### src/rtl/mem_port_arbiter.sv
// rtl/mem_port_arbiter.sv - shares one memory bus between the fetch and load/store ports
// Each access runs IDLE -> BUSY -> DONE; served flags stop a port being re-granted until the pipeline advances.
module mem_port_arbiter #(
    parameter int MAX_WAIT   = 255,
    parameter bit DATA_FIRST = 1'b1
) (
    input  logic        clock_i,
    input  logic        reset_i,
    input  logic        inst_req_i,
    input  logic [31:0] inst_addr_i,
    output logic [31:0] inst_rdata_o,
    output logic        inst_valid_o,
    input  logic        data_req_i,
    input  logic        data_we_i,
    input  logic [31:0] data_addr_i,
    input  logic [31:0] data_wdata_i,
    input  logic [3:0]  data_wmask_i,
    output logic [31:0] data_rdata_o,
    output logic        data_valid_o,
    output logic        bus_req_o,
    output logic        bus_we_o,
    output logic [31:0] bus_addr_o,
    output logic [31:0] bus_wdata_o,
    output logic [3:0]  bus_wmask_o,
    input  logic        bus_ready_i,
    input  logic [31:0] bus_rdata_i,
    output logic        bus_error_o,
    output logic        want_stall_o
);

    localparam int CW = ($clog2(MAX_WAIT) > 8) ? $clog2(MAX_WAIT) : 8;
    localparam logic [CW-1:0] WAIT_LAST = CW'(MAX_WAIT - 1);

    typedef enum logic [2:0] {IDLE, BUSY_I, BUSY_D, DONE_I, DONE_D} state_e;

    state_e        state_q, state_d;
    logic [CW-1:0] wait_q, wait_d;
    logic          inst_done_q, inst_done_d;
    logic          data_done_q, data_done_d;
    logic          err_q, err_d;
    logic [31:0]   rdata_q, rdata_d;
    logic [31:0]   addr_q, addr_d;
    logic [31:0]   wdata_q, wdata_d;
    logic [3:0]    wmask_q, wmask_d;
    logic          we_q, we_d;

    logic inst_elig, data_elig, grant_data, busy;

    assign inst_elig  = inst_req_i & ~inst_done_q;
    assign data_elig  = data_req_i & ~data_done_q;
    assign grant_data = data_elig & (DATA_FIRST | ~inst_elig);

    always_ff @(posedge clock_i) begin
        if (reset_i) begin
            state_q     <= IDLE;
            wait_q      <= '0;
            inst_done_q <= 1'b0;
            data_done_q <= 1'b0;
            err_q       <= 1'b0;
            rdata_q     <= '0;
            addr_q      <= '0;
            wdata_q     <= '0;
            wmask_q     <= '0;
            we_q        <= 1'b0;
        end else begin
            state_q     <= state_d;
            wait_q      <= wait_d;
            inst_done_q <= inst_done_d;
            data_done_q <= data_done_d;
            err_q       <= err_d;
            rdata_q     <= rdata_d;
            addr_q      <= addr_d;
            wdata_q     <= wdata_d;
            wmask_q     <= wmask_d;
            we_q        <= we_d;
        end
    end

    always_comb begin
        state_d     = state_q;
        wait_d      = wait_q;
        inst_done_d = inst_done_q;
        data_done_d = data_done_q;
        err_d       = err_q;
        rdata_d     = rdata_q;
        addr_d      = addr_q;
        wdata_d     = wdata_q;
        wmask_d     = wmask_q;
        we_d        = we_q;
        case (state_q)
            IDLE: begin
                if (inst_elig | data_elig) begin
                    wait_d = '0;
                    err_d  = 1'b0;
                    if (grant_data) begin
                        state_d = BUSY_D;
                        addr_d  = data_addr_i;
                        wdata_d = data_wdata_i;
                        we_d    = data_we_i;
                        wmask_d = data_we_i ? data_wmask_i : 4'b0000;
                    end else begin
                        state_d = BUSY_I;
                        addr_d  = inst_addr_i;
                        wdata_d = '0;
                        we_d    = 1'b0;
                        wmask_d = 4'b0000;
                    end
                end
            end
            BUSY_I, BUSY_D: begin
                if (bus_ready_i) begin
                    rdata_d = we_q ? 32'h0 : bus_rdata_i;
                    err_d   = 1'b0;
                    state_d = (state_q == BUSY_I) ? DONE_I : DONE_D;
                end else if (wait_q == WAIT_LAST) begin
                    rdata_d = 32'h0;
                    err_d   = 1'b1;
                    state_d = (state_q == BUSY_I) ? DONE_I : DONE_D;
                end else begin
                    wait_d = wait_q + 1'b1;
                end
            end
            DONE_I: begin
                inst_done_d = 1'b1;
                state_d     = IDLE;
            end
            DONE_D: begin
                data_done_d = 1'b1;
                state_d     = IDLE;
            end
            default: state_d = IDLE;
        endcase
        // A released stall means the pipeline advanced, so the next request is new work.
        if (!want_stall_o) begin
            inst_done_d = 1'b0;
            data_done_d = 1'b0;
        end
    end

    always_comb begin
        busy         = (state_q == BUSY_I) || (state_q == BUSY_D);
        inst_valid_o = (state_q == DONE_I);
        data_valid_o = (state_q == DONE_D);
        inst_rdata_o = inst_valid_o ? rdata_q : 32'h0;
        data_rdata_o = data_valid_o ? rdata_q : 32'h0;
        bus_error_o  = (inst_valid_o | data_valid_o) & err_q;
        bus_req_o    = busy;
        bus_we_o     = busy & we_q;
        bus_addr_o   = busy ? addr_q : 32'h0;
        bus_wdata_o  = busy ? wdata_q : 32'h0;
        bus_wmask_o  = busy ? wmask_q : 4'b0000;
        want_stall_o = (data_req_i & ~data_done_q & ~data_valid_o)
                     | (inst_req_i & ~inst_done_q & ~inst_valid_o);
    end

endmodule

### config.mk
export PLATFORM = sky130hd
export DESIGN_NAME = mem_port_arbiter
export DESIGN_NICKNAME = d
export VERILOG_FILES = /design/src/rtl/mem_port_arbiter.sv
export SDC_FILE = /design/constraint.sdc
export NUM_CORES = 1
export LEC_CHECK = 0
export ABC_AREA = 1
export BUFFER_PORTS_ARGS = -buffer_cell sky130_fd_sc_hd__clkbuf_2
export CAP_MARGIN = 20
export CORE_ASPECT_RATIO = 0.5
export CORE_MARGIN = 2
export CORE_UTILIZATION = 42
export DETAILED_ROUTE_END_ITERATION = 7
export GPL_ROUTABILITY_DRIVEN = 0
export PLACE_DENSITY = 0.81
export SYNTH_ARGS = -nofsm -noshare
export SYNTH_HDL_FRONTEND = slang
export SYNTH_SLANG_ARGS = --single-unit
### constraint.sdc
create_clock -name clock_i -period 1.55 [get_ports clock_i]
set_clock_uncertainty 0.15 [all_clocks]
set_input_delay 0.155 -clock clock_i [delete_from_list [all_inputs] [get_ports clock_i]]
set_output_delay 0.155 -clock clock_i [all_outputs]
set_load 0.005 [all_outputs]
==> flow_summary.ini <==
[run_status]
status = finished, violations left
violations = negative setup slack

[critical_path]
crit_end = bus_addr_o[3]
rr_startpoint = inst_done_q
crit_top_cell = nor2_1
r2r_cells = 7
worst_r2r_endpoint = wdata_q[22]
r2r_setup_slack_ns = -0.42
crit_start = state_q[0]
cp_data_required_time_ns = 1.24
critPathTopFamily = simple AND/OR/NAND/NOR gates
cp_max_fo = 28
max_stage_delay_ns = 0.37
cpMaxStageDelayCell = dfxtp_4
critPathArrivalTime_ns = 1.86
endpoint_kind = output port
crit_type = reg -> out
cp_num_cells = 7
crit_buf_inv = 3
startpoint_type = flip-flop
crit_chain = nor2_1 -> nand2_1 -> nand2_4 -> inv_6 -> buf_12 -> nor2_1 -> clkbuf_2

[timing]
hold_viol_final = 0
finalCritPeriodShare = 1.40
max_freq_mhz = 461
finalMaxSlewViolations = 0
setup_viol = 251
min_period_ns = 2.17
worst_pin_slew_ns = 0.407
max_slew_margin = 0.729
setup_slack_ns = -0.618
grt_setup_unrepaired = true

[logic_synthesis]
synth_edf_count = 0
synthCells = 869
syn-num-nets = 1009
ys_warn_count = 0
synthArstFlopShare = 0
ys.flop_type = dfxtp_1
netlist_area_sq_um = 5550
ys_seq_area_frac = 0.415
syn_area_per_cell_sq_um = 6.38
netlist-cell-type-count = 28
synth-seq-cells = 115

[detailed_routing]
via_count = 8512
wl_per_cell_microns = 19.5
ant_nets = 0
top_layer = met4
viasPerCell = 5.72
wl_met2_mm = 13.3
drtIter0Drc = 1084
wl_mm = 29.0
drtPass1Iterations = 7
wl_met3_mm = 3.46
wl_met1_mm = 9.96
drc = 0

[layout]
n_antenna_cell = 0
finalNonFillerCells = 1489
n_fill_cell = 661
area_growth_pct = 83.4
drive_gt1_frac = 0.371
nets = 1446
fin_util = 0.797

[power_and_ir_drop]
p_seq_frac = 0.247
power_density_nw_per_um2 = 1670
pwr-share-comb = 0.509
finalPower_mw = 17.0
p_switching_mw = 7.08
ir_drop_mv = 0.967
leakage_nw = 4.52
switching_share = 0.418
p_clk_frac = 0.243
p_int_mw = 9.88

[placement]
io_buffers = 275
place_inst = 1299
place_hpwl_mm = 11.7

[cts]
cts.path.max_buffers = 2
clockRootBuffer = clkbuf_16
cts_tree = done
h-tree-depth = 4
clkLatencyLatePin_ns = 0.42
clkSlewWorstSetupHoldPaths_ns = 0.06
cts_buffers = 17
cts_sinks = 115

[die]
initial_core_util = 0.434
fp.dieH_microns = 85.3
die_w_microns = 167
row_count = 29
ios = 276
design.die.area_sq_um = 14200
core_area_sq_um = 12800

[global_routing]
overflow = 0
grt_first_pass_wirelength_mm = 36.0
grt_pass1_vias = 7524
antenna_found_initial = 0
grt_max_degree = 75
grt_usage = 0.313

[worst_hold_path]
hold_path_class = in -> reg
worstHoldPathCells = 5

[job]
drv_cap = 0
## worst min path at each step
stage | slack (ns) | start | end
after global routing | 0.08 | inst_req_i | data_done_q
after CTS | 0.006 | inst_req_i | data_done_q
final | 0.05 | inst_req_i | data_done_q
after detailed placement | 0.25 | data_wdata_i[26] | wdata_q[26]
after global placement | 0.24 | bus_rdata_i[10] | rdata_q[10]
after floorplan | 0.15 | bus_rdata_i[0] | rdata_q[0]
## power by group through the flow
| stage | Combinational (mW) | Sequential (mW) | Clock, mW |
|---|---|---|---|
| global placement | 5.11 | 4.09 | 0 |
| global route | 8.97 | 4.24 | 4.25 |
| detailed placement | 5.22 | 4.13 | 0 |
| CTS | 6.17 | 4.09 | 4.06 |
| floorplan | 3.66 | 4.05 | 0 |
| finish | 8.64 | 4.20 | 4.13 |
## placed cells by master, fill, tap and decap left out, types with 9 or more instances in the layout
cell	netlist	final
dfxtp_1	115	112
nand2_1	240	236
nand3_1	17	17
buf_2	11	18
a31oi_1	32	32
clkbuf_2	0	256
nor2_2	2	50
o21ai_0	35	32
a21oi_1	77	54
clkbuf_16	0	29
buf_4	7	28
dlygate4sd3_1	0	134
nor2_4	2	25
buf_6	5	9
nor2_1	155	84
inv_1	117	113
a21oi_2	0	23
buf_12	0	12
## registers in the layout, summed over array words and instances (netlist names)
signal and cells:
we_q 1, inst_done_q 1, rdata_q 32, addr_q 32
state_q 3, data_done_q 1, wmask_q 4, wait_q 8
err_q 1, wdata_q 32
## worst min-delay path, cell delays in order
cell and delay, ns:
clkbuf_2 0.08, nand2_1 0.12, o22ai_4 0.09, nand2_1 0.08, a21oi_1 0.04
## Yosys cell counts, types with 2 or more instances
library cell	count	share of area
nand3_1	17	0.015
dfxtp_1	115	0.42
o21bai_1	2	0.0027
a21oi_1	77	0.069
nand4_1	2	0.0023
buf_2	11	0.0099
nor2_2	2	0.0023
nand2_2	4	0.0045
buf_4	7	0.0095
ha_1	2	0.0045
a31oi_1	32	0.036
nor2_4	2	0.0041
inv_2	5	0.0034
inv_1	117	0.079
nand2_1	240	0.16
buf_6	5	0.010
o21ai_0	35	0.032
nor2_1	155	0.10
clkbuf_1	30	0.020
## routing by layer
metal / global-route usage / vias up
met1: 0.333 / 3813
met4: 0.179 / 0
met2: 0.571 / 863
met5: 0 / -
li1: - / 3542
met3: 0.0826 / 294
## logic make-up (layout without fill, tap and decap cells)
logic type               count (synthesis)  count (layout)  synth area share
XOR/XNOR                                 1               1           0.00158
buffers and inverters                  176             626             0.133
flip-flops                             115             115             0.415
adder cells (fa/ha/maj)                  2               2           0.00451
AND/OR/NAND/NOR                        427             427             0.303
AO/OA/AOI/OAI                          148             148             0.142
## what timing repair did
action | 4_1_cts | 5_1_grt
hold buffers | 134 | 0
pin swaps | 9 | 10
buffers inserted | 4 | 7
setup endpoints to repair | 223 | 251
resized for setup | 64 | 119
gates cloned | 2 | 13
endpoints found under the hold margin | 102 | 0
## final cells by class
cell class | instances | area, sq um | share of cell area
well taps | 170 | 213 | 0.0209
clock buffers | 23 | 478 | 0.0470
repair buffers | 472 | 3630 | 0.357
multi-input cells | 578 | 2940 | 0.288
inverters | 122 | 478 | 0.0470
clock inverters | 9 | 128 | 0.0125
flip-flops and latches | 115 | 2310 | 0.227
## metrics by stage
stage | setup slack [ns] | hold WS [ns] | area [sq um] | TNS (ns)
global route | -0.671 | 0.0785 | 10200 | -90.92
global placement | -0.153 | 0.239 | 7250 | -4.95
finish | -0.618 | 0.0465 | 10200 | -77.53
detailed placement | -0.228 | 0.246 | 7250 | -13.49
floorplan | 0.0492 | 0.148 | 5550 | 0
CTS | -0.306 | 0.00630 | 9460 | -47.09
No activity file was read; power rests on OpenSTA's default activity.
